--- config.mk ---
export PLATFORM = sky130hd
export DESIGN_NAME = uart_tx_con
export DESIGN_NICKNAME = d
export VERILOG_FILES = /design/src/rtl/uart_tx_con.sv
export SDC_FILE = /design/constraint.sdc
export NUM_CORES = 1
export LEC_CHECK = 0
export BUFFER_PORTS_ARGS = -buffer_cell sky130_fd_sc_hd__buf_4
export CORE_UTILIZATION = 55
export CTS_BUF_LIST = sky130_fd_sc_hd__clkbuf_16
export CTS_CLUSTER_DIAMETER = 120
export DETAILED_ROUTE_END_ITERATION = 6
export GPL_TIMING_DRIVEN = 0
export PLACE_DENSITY = 0.76
export REMOVE_ABC_BUFFERS = 1
export SETUP_SLACK_MARGIN = 0.1
export SYNTH_ARGS = -nofsm -noshare
export SYNTH_HDL_FRONTEND = slang
export SYNTH_SLANG_ARGS = --single-unit
--- constraint.sdc ---
create_clock -name clk -period 3.14 [get_ports clk]
set_clock_uncertainty 0.2 [all_clocks]
set_input_delay 0.314 -clock clk [delete_from_list [all_inputs] [get_ports clk]]
set_output_delay 0.314 -clock clk [all_outputs]
set_load 0.05 [all_outputs]
--- src/rtl/uart_tx_con.sv ---
// UART transmitter with byte FIFO; 8N1 framing, even parity bit added when UART_TX_PARITY_EN is defined.
// Latency: tx falls one clk after a byte is written into an empty FIFO while idle; each bit lasts CLK_FREQ/BAUD clks.
// Backpressure: writes while full are dropped and set the sticky overflow flag; frames run back-to-back while data is buffered.
module uart_tx_con #(
   parameter int CLK_FREQ   = 23000000,
   parameter int BAUD       = 115200,
   parameter int FIFO_DEPTH = 8
) (
   input  logic       clk,
   input  logic       rstn,
   input  logic       wr_en,
   input  logic [7:0] wr_data,
   input  logic       clr_ovf,
   output logic       tx,
   output logic       full,
   output logic       busy,
   output logic [6:0] count,
   output logic       overflow
);

   localparam int DIV = CLK_FREQ / BAUD;
   localparam int BW  = $clog2(DIV);
   localparam int AW  = $clog2(FIFO_DEPTH);
   localparam logic [BW-1:0] BAUD_LAST = BW'(DIV - 1);
   localparam logic [6:0]    DEPTH     = 7'(FIFO_DEPTH);

   localparam logic [2:0] IDLE   = 3'd0;
   localparam logic [2:0] START  = 3'd1;
   localparam logic [2:0] DATA   = 3'd2;
   localparam logic [2:0] STOP   = 3'd3;
`ifdef UART_TX_PARITY_EN
   localparam logic [2:0] PARITY = 3'd4;
`endif

   logic [2:0]    state;
   logic [BW-1:0] baud_cnt;
   logic [2:0]    bit_cnt;
   logic [7:0]    shreg;
   logic [7:0]    mem [FIFO_DEPTH];
   logic [AW-1:0] rd_ptr;
   logic [AW-1:0] wr_ptr;
   logic [7:0]    head;
   logic          baud_end;
   logic          empty;
   logic          push;
   logic          pop;
`ifdef UART_TX_PARITY_EN
   logic          par_bit;
`endif

   assign head     = mem[rd_ptr];
   assign baud_end = (baud_cnt == BAUD_LAST);
   assign empty    = (count == 7'd0);
   assign full     = (count == DEPTH);
   assign busy     = (state != IDLE) || !empty;
   assign push     = wr_en && !full;
   // The head is consumed exactly when the FSM (re)enters START.
   assign pop      = !empty && ((state == IDLE) || ((state == STOP) && baud_end));

   always_ff @(posedge clk) begin
      if (push) begin
         mem[wr_ptr] <= wr_data;
      end
   end

   always_ff @(posedge clk or negedge rstn) begin
      if (!rstn) begin
         wr_ptr   <= '0;
         rd_ptr   <= '0;
         count    <= 7'd0;
         overflow <= 1'b0;
      end else begin
         if (push) begin
            wr_ptr <= wr_ptr + 1'b1;
         end
         if (pop) begin
            rd_ptr <= rd_ptr + 1'b1;
         end
         case ({push, pop})
            2'b10:   count <= count + 7'd1;
            2'b01:   count <= count - 7'd1;
            default: count <= count;
         endcase
         // A dropped write wins over a coincident clear.
         if (wr_en && full) begin
            overflow <= 1'b1;
         end else if (clr_ovf) begin
            overflow <= 1'b0;
         end
      end
   end

   always_ff @(posedge clk or negedge rstn) begin
      if (!rstn) begin
         state    <= IDLE;
         baud_cnt <= '0;
         bit_cnt  <= 3'd0;
         shreg    <= 8'd0;
         tx       <= 1'b1;
`ifdef UART_TX_PARITY_EN
         par_bit  <= 1'b0;
`endif
      end else begin
         case (state)
            IDLE: begin
               if (pop) begin
                  state    <= START;
                  shreg    <= head;
                  tx       <= 1'b0;
                  baud_cnt <= '0;
`ifdef UART_TX_PARITY_EN
                  par_bit  <= ^head;
`endif
               end
            end
            START: begin
               if (baud_end) begin
                  state    <= DATA;
                  tx       <= shreg[0];
                  shreg    <= {1'b0, shreg[7:1]};
                  bit_cnt  <= 3'd0;
                  baud_cnt <= '0;
               end else begin
                  baud_cnt <= baud_cnt + 1'b1;
               end
            end
            DATA: begin
               if (baud_end) begin
                  baud_cnt <= '0;
                  if (bit_cnt == 3'd7) begin
`ifdef UART_TX_PARITY_EN
                     state <= PARITY;
                     tx    <= par_bit;
`else
                     state <= STOP;
                     tx    <= 1'b1;
`endif
                  end else begin
                     tx      <= shreg[0];
                     shreg   <= {1'b0, shreg[7:1]};
                     bit_cnt <= bit_cnt + 3'd1;
                  end
               end else begin
                  baud_cnt <= baud_cnt + 1'b1;
               end
            end
`ifdef UART_TX_PARITY_EN
            PARITY: begin
               if (baud_end) begin
                  state    <= STOP;
                  tx       <= 1'b1;
                  baud_cnt <= '0;
               end else begin
                  baud_cnt <= baud_cnt + 1'b1;
               end
            end
`endif
            STOP: begin
               if (baud_end) begin
                  baud_cnt <= '0;
                  if (pop) begin
                     state <= START;
                     shreg <= head;
                     tx    <= 1'b0;
`ifdef UART_TX_PARITY_EN
                     par_bit <= ^head;
`endif
                  end else begin
                     state <= IDLE;
                  end
               end else begin
                  baud_cnt <= baud_cnt + 1'b1;
               end
            end
            default: begin
               state    <= IDLE;
               tx       <= 1'b1;
               baud_cnt <= '0;
            end
         endcase
      end
   end

endmodule

==> flow_summary.json <==
{
  "cts.sinks": 100,
  "r2r_slack_ns": 0.1,
  "clkSlewWorstSetupHoldPaths_ns": 0.07,
  "path_max_fanout": 4,
  "worst_setup_path_end_kind": "register",
  "ys_seq_area_frac": 0.624,
  "p_int_mw": 3.38,
  "synth.distinct_cells": 48,
  "vias": 2788,
  "htreeDepth": 3,
  "dp_hpwl_um": 5070,
  "wl_per_cell_um": 18.5,
  "start_util": 0.577,
  "rsz0062_at_grt": "true",
  "synth_warnings": 0,
  "vias_per_cell": 5.91,
  "drt_drc_violations_left": 0,
  "cellLeakagePower_nw": 2.03,
  "ys.flop_type": "edfxtp_1",
  "crit_arrival_ns": 3.10,
  "clock_path_buffers": 2,
  "min_path_type": "in -> reg",
  "critical_path_class": "reg -> reg",
  "clk_latency_ns": 0.34,
  "grt_pass1_wl_um": 13800,
  "finalSetupViolCount": 0,
  "tightest_slew_ns": 1.06,
  "core_mm2": 0.00785,
  "maxCapViolCount": 0,
  "drv_slew": 0,
  "hold_violations": 0,
  "synthToLayoutAreaGrowth_pct": 19.1,
  "synthTopCellsByCount": "edfxtp_1, dfrtp_1, nand2_1, nor2_1, o21ai_0",
  "antenna_found_initial": 0,
  "place.gp.congestion": 0.834,
  "grt_pass1_vias": 2719,
  "die_w_um": 92.7,
  "syn_avg_cell_area_um2": 13.9,
  "slew_headroom": 0.291,
  "required_ns": 3.20,
  "root_buffer": "clkbuf_16",
  "async_flop_share": 0.360,
  "critical_path.cell_chain": "nor4_4, nand3_2, and2_4, inv_4, ha_4, xor2_2, ha_4, nor4_4, or4_4, a211oi_2, xor2_1",
  "timing.fmax_mhz": 329,
  "first_pass_iters": 4,
  "power_frac_comb": 0.408,
  "ir_drop_mv": 0.700,
  "placed_cell_area_mm2": 0.00475,
  "synth_area_leaders": "edfxtp_1, dfrtp_1, mux4_2",
  "first_iter_violations": 231,
  "fin_area_mm2": 0.00539,
  "syn_area_mm2": 0.00453,
  "whs_ns": 0.00516,
  "wl_um": 8750,
  "die_h_um": 92.7,
  "power_switching_mw": 2.05,
  "nets": 390,
  "start_kind": "register",
  "ios": 23,
  "cts_buffers": 9,
  "gr-total-overflow": 0,
  "cts_tree": "built",
  "min_period_over_period": 0.968,
  "switching_share": 0.378,
  "track_usage": 0.217,
  "p_per_area_mw_per_mm2": 1010,
  "rows": 32,
  "run_status": "finished clean",
  "yosys.area.top_type": "edfxtp_1",
  "numPortBuffers": 22,
  "finalCriticalPeriod_ns": 3.04,
  "synth_top_area_frac": 0.424,
  "diodes": 0,
  "cp_slowest_cell": "or4_4",
  "final_antenna_net_count": 0,
  "die_area_mm2": 0.00860,
  "yosysMostFrequentCell": "edfxtp_1",
  "ys_seq_elements": 100,
  "power_frac_seq": 0.378,
  "synth-edff-count": 64,
  "grt_max_degree": 37,
  "layout-drive-gt1-share": 0.289,
  "max_stage_delay_ns": 0.53,
  "clock_power_share": 0.214,
  "syn_inst": 326
}
-- flip-flops by register name, summed over array words and instances, names as in the netlist --
register and flops:
bit_cnt 3, shreg 8, mem 64, tx 1, wr_ptr 3, overflow 1, count 7, rd_ptr 3
baud_cnt 8, state 2
-- kinds of logic (layout without fill, tap and decap cells) --
family,Yosys count,in the layout,synth area share
DFF,100,100,0.624
buffers and inverters,30,74,0.0282
xor gates and xnor gates,11,11,0.0213
muxes,28,28,0.108
AOI/OAI and AO/OA,59,59,0.0915
adders and majority gates,13,13,0.0359
and+or+nand+nor,85,85,0.0917
-- layer usage --
metal / share of wire / wire length, um / global-route usage / vias to the layer above
met2: 0.49 / 4270 / 0.338 / 91
li1: - / - / - / 1298
met1: 0.45 / 3910 / 0.304 / 1385
met3: 0.048 / 422 / 0.0501 / 14
met5: 0 / 0 / 0 / -
met4: 0.017 / 153 / 0.0718 / 0
-- critical path: cells and delay by family (launching register included) --
| family | cells | cell delay [ns] |
|---|---|---|
| flops | 1 | 0.43 |
| buf+inv | 1 | 0.07 |
| xor+xnor | 2 | 0.35 |
| compound gates | 1 | 0.25 |
| fa+ha+maj | 2 | 0.35 |
| simple gates | 5 | 1.31 |
-- repair_timing --
action,4_1_cts,5_1_grt
setup endpoints to repair,6,1
buffers inserted,9,5
endpoints found under the hold margin,63,0
pin swaps,8,9
hold buffers,7,0
gates resized for setup,20,16
-- path summary, 6_finish.rpt --
kind	from	endpoint	cells after the start
setup / recovery	count[6]	count[6]	11
hold / removal	wr_data[1]	mem[0][1]	1
setup reg to reg	count[6]	count[6]	11
hold reg to reg	baud_cnt[7]	baud_cnt[7]	1
max in group asynchronous	rstn	count[1]	2
min in group asynchronous	rstn	bit_cnt[2]	2
-- per-stage QoR --
| step | total power [mW] | setup slack, ns | utilization | instances | TNS [ns] |
|---|---|---|---|---|---|
| 6_report | 5.43 | 0.0991 | 0.687 | 472 | 0 |
| 5_1_grt | 5.70 | 0.0404 | 0.687 | 472 | 0 |
| 4_1_cts | 5.29 | 0.102 | 0.672 | 466 | 0 |
| 3_5_place_dp | 3.96 | -0.745 | 0.605 | 434 | -1.33 |
| 3_3_place_gp | 3.90 | -0.658 | 0.605 | 434 | -1.06 |
| 2_1_floorplan | 3.46 | -0.395 | - | 310 | -0.450 |
-- cell usage in the layout (no fill, tap or decap), types with 7 or more instances in the layout --
cell and count:
buf_4 37, ha_1 9, o21ai_0 17, clkbuf_16 9, dlygate4sd3_1 7, a21oi_1 8
dfrtp_1 30, mux4_2 16, nor2_1 20, inv_1 13, edfxtp_1 64, nand2_1 26
-- cell type report --
| class | count | area, um2 |
|---|---|---|
| inverters | 14 | 55.1 |
| repair buffers | 44 | 348 |
| clock inverters | 7 | 88.8 |
| multi-input cells | 196 | 1720 |
| fillers | 526 | 2460 |
| clock buffers | 9 | 225 |
| well taps | 102 | 128 |
| flip-flops and latches | 100 | 2830 |
-- power groups by stage --
stage          Sequential [mW]  Clock, mW  Combinational [mW]
6_report                  2.05       1.16                2.21
5_1_grt                   2.10       1.23                2.38
4_1_cts                   2.03       1.17                2.09
3_5_place_dp              2.06          0                1.89
3_3_place_gp              2.05          0                1.85
2_1_floorplan             2.15          0                1.30
Power figures use the tool's default switching activity.
